File: config.mk
export PLATFORM = sky130hd
export DESIGN_NAME = sine_dac_spi_tx
export DESIGN_NICKNAME = d
export VERILOG_FILES = /design/src/rtl/sine_dac_pkg.sv /design/src/rtl/sine_dac_spi_tx_timer.sv /design/src/rtl/sine_dac_spi_tx.sv
export SDC_FILE = /design/constraint.sdc
export NUM_CORES = 1
export LEC_CHECK = 0
export CORE_ASPECT_RATIO = 0.5
export CORE_MARGIN = 8
export CORE_UTILIZATION = 45
export DETAILED_ROUTE_END_ITERATION = 10
export DONT_BUFFER_PORTS = 1
export PLACE_DENSITY = 0.66
export SKIP_LAST_GASP = 1
export SLEW_MARGIN = 30
export SYNTH_ARGS = -nofsm -noshare
export SYNTH_HDL_FRONTEND = slang
export SYNTH_HIERARCHICAL = 1
export SYNTH_SLANG_ARGS = --single-unit
File: constraint.sdc
create_clock -name clk -period 3.5 [get_ports clk]
set_input_delay 0.35 -clock clk [delete_from_list [all_inputs] [get_ports clk]]
set_output_delay 0.35 -clock clk [all_outputs]
set_load 0.01 [all_outputs]
File: src/rtl/sine_dac_pkg.sv
// Shared types and helpers for the sine oscillator DAC output path.
//   state_t          : serialiser FSM states
//   frame_bits()     : total bits per SPI frame (command + data)
//   to_offset_binary : two's complement -> offset binary by MSB inversion
package sine_dac_pkg;

    typedef enum logic [1:0] {IDLE, SHIFT, TRAIL, GAP} state_t;

    function automatic int frame_bits(input int cmd_w, input int data_w);
        return cmd_w + data_w;
    endfunction

    // Works on a 64-bit container; caller truncates to its sample width.
    function automatic logic [63:0] to_offset_binary(input logic [63:0] d,
                                                     input int w,
                                                     input bit en);
        logic [63:0] msb;
        msb = 64'd1 << (w - 1);
        return en ? (d ^ msb) : d;
    endfunction

endpackage

File: src/rtl/sine_dac_spi_tx_timer.sv
// Phase timer for the SPI serialiser.
//   clk, reset_n : clock, synchronous active-low reset
//   load         : (re)start the timer this cycle
//   sel_gap      : 1 = time GAP_CYC cycles, 0 = time CLK_DIV cycles
//   done         : high during the last cycle of the timed interval
module spi_phase_timer #(
    parameter int CLK_DIV = 4,
    parameter int GAP_CYC = 4
) (
    input  logic clk,
    input  logic reset_n,
    input  logic load,
    input  logic sel_gap,
    output logic done
);

    localparam int MAXV = (CLK_DIV > GAP_CYC) ? CLK_DIV : GAP_CYC;
    localparam int TW   = (MAXV > 1) ? $clog2(MAXV + 1) : 1;

    logic [TW-1:0] cnt;
    logic          active;

    // Loaded with N-1 so that done lands on the Nth cycle after the load
    // edge, letting the FSM act and reload on the very next edge.
    always_ff @(posedge clk) begin
        if (!reset_n) begin
            cnt    <= '0;
            active <= 1'b0;
        end else if (load) begin
            cnt    <= sel_gap ? TW'(GAP_CYC - 1) : TW'(CLK_DIV - 1);
            active <= 1'b1;
        end else if (active) begin
            if (cnt == '0) active <= 1'b0;
            else           cnt    <= cnt - TW'(1);
        end
    end

    assign done = active && (cnt == '0);

endmodule

File: src/rtl/sine_dac_spi_tx.sv
// Serialises oscillator samples to a 16-bit SPI DAC (mode 0, MSB first).
// Frame = {CMD_VAL, sample}, sample optionally converted to offset binary.
//   clk, reset_n : clock, synchronous active-low reset
//   s_data/s_valid/s_ready : sample input handshake (accept = valid & ready)
//   dac_cs_n, dac_sclk, dac_mosi : SPI pins, all registered
//   busy        : frame in progress
//   overrun_cnt : saturating count of samples offered while not ready
module sine_dac_spi_tx
    import sine_dac_pkg::*;
#(
    parameter int               DATA_W     = 16,
    parameter int               CMD_W      = 8,
    parameter logic [CMD_W-1:0] CMD_VAL    = 8'h00,
    parameter int               CLK_DIV    = 4,
    parameter int               GAP_CYC    = 4,
    parameter bit               OFFSET_BIN = 1'b1,
    parameter int               CNT_W      = 8
) (
    input  logic                     clk,
    input  logic                     reset_n,
    input  logic signed [DATA_W-1:0] s_data,
    input  logic                     s_valid,
    output logic                     s_ready,
    output logic                     dac_cs_n,
    output logic                     dac_sclk,
    output logic                     dac_mosi,
    output logic                     busy,
    output logic [CNT_W-1:0]         overrun_cnt
);

    localparam int FB = frame_bits(CMD_W, DATA_W);
    localparam int IW = $clog2(FB);

    state_t        state;
    logic [FB-1:0] shreg;
    logic [FB-1:0] word;
    logic [IW-1:0] bit_idx;
    logic          accept, drop;
    logic          t_load, t_gap, t_done;

    assign word   = {CMD_VAL, DATA_W'(to_offset_binary(64'(s_data), DATA_W, OFFSET_BIN))};
    assign accept = s_valid && s_ready;
    assign drop   = s_valid && !s_ready;

    // Every phase boundary restarts the timer; only TRAIL->GAP uses GAP_CYC.
    always_comb begin
        t_load = 1'b0;
        t_gap  = 1'b0;
        case (state)
            IDLE:  t_load = accept;
            SHIFT: t_load = t_done;
            TRAIL: begin
                t_load = t_done;
                t_gap  = 1'b1;
            end
            default: ;
        endcase
    end

    spi_phase_timer #(
        .CLK_DIV (CLK_DIV),
        .GAP_CYC (GAP_CYC)
    ) u_timer (
        .clk     (clk),
        .reset_n (reset_n),
        .load    (t_load),
        .sel_gap (t_gap),
        .done    (t_done)
    );

    always_ff @(posedge clk) begin
        if (!reset_n) begin
            state       <= IDLE;
            dac_cs_n    <= 1'b1;
            dac_sclk    <= 1'b0;
            dac_mosi    <= 1'b0;
            s_ready     <= 1'b1;
            busy        <= 1'b0;
            overrun_cnt <= '0;
            shreg       <= '0;
            bit_idx     <= '0;
        end else begin
            if (drop && overrun_cnt != '1)
                overrun_cnt <= overrun_cnt + CNT_W'(1);

            case (state)
                IDLE: begin
                    if (accept) begin
                        shreg    <= word;
                        dac_mosi <= word[FB-1];
                        dac_cs_n <= 1'b0;
                        s_ready  <= 1'b0;
                        busy     <= 1'b1;
                        bit_idx  <= IW'(FB - 1);
                        state    <= SHIFT;
                    end
                end
                SHIFT: begin
                    if (t_done) begin
                        if (!dac_sclk) begin
                            dac_sclk <= 1'b1;
                        end else begin
                            // End of a high phase: next low phase starts,
                            // which is the only point mosi may change.
                            dac_sclk <= 1'b0;
                            if (bit_idx == '0) begin
                                state <= TRAIL;
                            end else begin
                                bit_idx  <= bit_idx - IW'(1);
                                shreg    <= {shreg[FB-2:0], 1'b0};
                                dac_mosi <= shreg[FB-2];
                            end
                        end
                    end
                end
                TRAIL: begin
                    if (t_done) begin
                        dac_cs_n <= 1'b1;
                        dac_mosi <= 1'b0;
                        state    <= GAP;
                    end
                end
                GAP: begin
                    if (t_done) begin
                        s_ready <= 1'b1;
                        busy    <= 1'b0;
                        state   <= IDLE;
                    end
                end
                default: state <= IDLE;
            endcase
        end
    end

endmodule
==> run summary <==
Worst Path Required: 3.72 ns
CTS Buffer Depth: 2
area of the multi-input gates: 1370 um2
fmax: 425 MHz
CTS Buf Count: 5
Worst Skew: 0.0103 ns
Post-synth EDFFs: 0
clock group share of total power: 19.8%
final hold violation count: 0
vias: 1870
sw frac: 39.3%
Max Cap Viol: 0
GPL Wtd Cong: 0.808
Inst Count DP: 322
clock latency on the worst-skew pair: 0.30 ns
register area: 941 um2
vias in the first global route: 1732
hpwl dp: 3410 um
wire per inst: 15.0 um
Setup TNS: 0 ns
final global-route overflow total: 0
number of fill cells: 506
most common cell in the netlist: dfxtp_1
cells on worst reg2reg path: 9
FP Rows: 19
Sw Pwr: 0.838 mW
Core ar.: 5370 um2
DR iter-0 viols: 96
Worst Setup End Kind: flip-flop
syn nets: 291
Peak VDD IR: 0.000452 V
outcome: complete, no violations
register area share after synthesis: 38.5%
DIE AREA: 8190 um2
die span in x: 120 um
CP max FO: 23
initial antenna violation count: 0
critical path launch point type: flip-flop
DRT Pass-1 Iters: 4
Final setup viols: 0
Final Critical Period: 2.36 ns
cts hold-fix bufs: 0
Synth cell types: 48
maximum number of pins on one net before global-route repair: 36
CP Cell Sequence: inv_1 -> ha_1 -> nand2b_4 -> nor2_1 -> buf_4 -> nand3_1 -> o22ai_4 -> and2_4 -> mux2i_1
Worst Tran Pin Value: 0.522 ns
dominant synthesized flop cell: dfxtp_1
drt total wl: 4940 um
Root Buffer: clkbuf_8
layout cells sized above 1: 12.5%
Slew HR: 65.2%
area delta synth->final: 5.73%
area leader, netlist: dfxtp_1
leakage dissipation: 0.929 nW
CTS tree: built
post-cts sizing count: 0
gr usage total: 12.4%
cell area power density: 824 nW/um2
WP depth: 9
Routed Antenna Nets: 0
RSZ-0062 raised after global routing: false
Internal Pwr Total: 1.29 mW
Nets: 284
first-pass GRT wire length: 8220 um
initial core utilization: 45.5%
WHS: 0.137 ns
Hold Path Depth: 1
WP data arrival: 2.58 ns
kind of cell adding the most delay to the critical path: simple AND/OR/NAND/NOR gates
Crit Path Class: flip-flop to flip-flop
die height: 68.1 um
CP peak stage delay: 0.48 ns
CP max-delay cell: and2_4
Avg Inst Size Synth: 9.30 um2
drt drc: 0
Inserted Diodes: 0
Port Buffer Count: 0
fin crit share: 67.3%
Post-Synthesis Cell Area: 2440 um2
final core occ: 48.1%
Sequential Power Share: 37.2%
Mapped Cells: 263
Synth top cells by count: dfxtp_1 (47), mux2i_1 (26), a21oi_1 (24), nand2_1 (24), nand3_1 (18)
post-synth top area share: 38.5%
Comb power frac: 43.0%
fraction of registers with async set/reset: 0%
leading post-synthesis cells by cell area: dfxtp_1 (38%), mux2i_1 (11%), a211oi_2 (7.2%)
Slew Limit Fails: 0
Hold WC Path Type: input pin to flip-flop
Ys Warns: 6
clk sinks: 47
Buf+Inv Stages, Crit Path: 2
final cell count without fillers: 330
number of H-tree levels: 2
Worst-path clk slew: 0.08 ns
mean number of vias per cell: 5.67
Top Ports: 32
Post-CTS Setup Bufs: 0
Yosys reg bits: 47
## final timing paths
| check | from | end | slack [ns] |
|---|---|---|---|
| max | u_timer/cnt[0]$_SDFFE_PN0P_ | shreg[16]$_SDFFE_PN0P_ | 1.14 |
| min | reset_n | dac_cs_n$_SDFFE_PN1P_ | 0.14 |
| max reg2reg | u_timer/cnt[0]$_SDFFE_PN0P_ | shreg[16]$_SDFFE_PN0P_ | 1.14 |
| min reg2reg | shreg[16]$_SDFFE_PN0P_ | shreg[17]$_SDFFE_PN0P_ | 0.46 |
## cells by family (layout without fill, tap and decap cells)
logic type               count (synthesis)  in the layout  synth area share [%]
AO/OA/AOI/OAI                           69             69                  21.5
XOR/XNOR                                 3              3                  1.07
adder cells (fa/ha/maj)                  9              9                  4.61
buffers and inverters                   28             22                  5.58
flip-flops                              47             47                  38.5
multiplexers                            26             26                  10.6
AND/OR/NAND/NOR                         81             81                  18.1
## area by class of cell
| class | count | area share [%] |
|---|---|---|
| inverter | 11 | 1.60 |
| multi-input combinational | 188 | 52.9 |
| clock inverter | 2 | 1.50 |
| sequential | 47 | 36.4 |
| clock buffer | 6 | 3.19 |
| timing repair buffer | 3 | 0.871 |
| tap | 73 | 3.53 |
## cell usage in the layout, fill, tap and decap left out, types with 3 or more instances in the layout
| master | instances |
|---|---|
| nand3_1 | 18 |
| nor3_1 | 3 |
| mux2i_1 | 26 |
| nor2_1 | 14 |
| inv_1 | 10 |
| a31oi_1 | 3 |
| o211ai_1 | 3 |
| nand2_1 | 24 |
| a21oi_1 | 24 |
| o21ai_0 | 8 |
| xor2_1 | 3 |
| a211oi_1 | 3 |
| ha_1 | 9 |
| a211oi_2 | 14 |
| nand4_1 | 3 |
| buf_4 | 3 |
| dfxtp_1 | 47 |
| clkbuf_8 | 6 |
## per-stage QoR
step	setup WS, ns	instance area (um2)	total power, mW
floorplan	1.61	2440	1.62
global placement	1.27	2460	1.68
detailed placement	1.15	2460	1.72
CTS	1.13	2580	2.15
global route	0.987	2580	2.27
finish	1.14	2580	2.13
## flip-flops by register name, indices dropped and copies added, names as in the netlist
signal          flops
dac_cs_n            1
overrun_cnt         8
busy                1
shreg              23
bit_idx             5
dac_sclk            1
s_ready             1
state               2
dac_mosi            1
u_timer/active      1
u_timer/cnt         3
## power groups by stage
stage / Sequential [mW] / Combinational (mW) / Clock (mW)
final: 0.792 / 0.916 / 0.422
after global routing: 0.811 / 1.00 / 0.453
after CTS: 0.793 / 0.920 / 0.437
after detailed placement: 0.803 / 0.918 / 0
after global placement: 0.796 / 0.882 / 0
after floorplan: 0.772 / 0.850 / 0
## metal layers
layer	part of all wire, %	track usage [%]	vias up
li1	-	-	945
met1	46	14.7	878
met2	45	20.7	42
met3	7.6	4.28	5
met4	1.2	4.62	0
met5	0	0	-
Note: power is estimated with default switching activity, not from simulation.
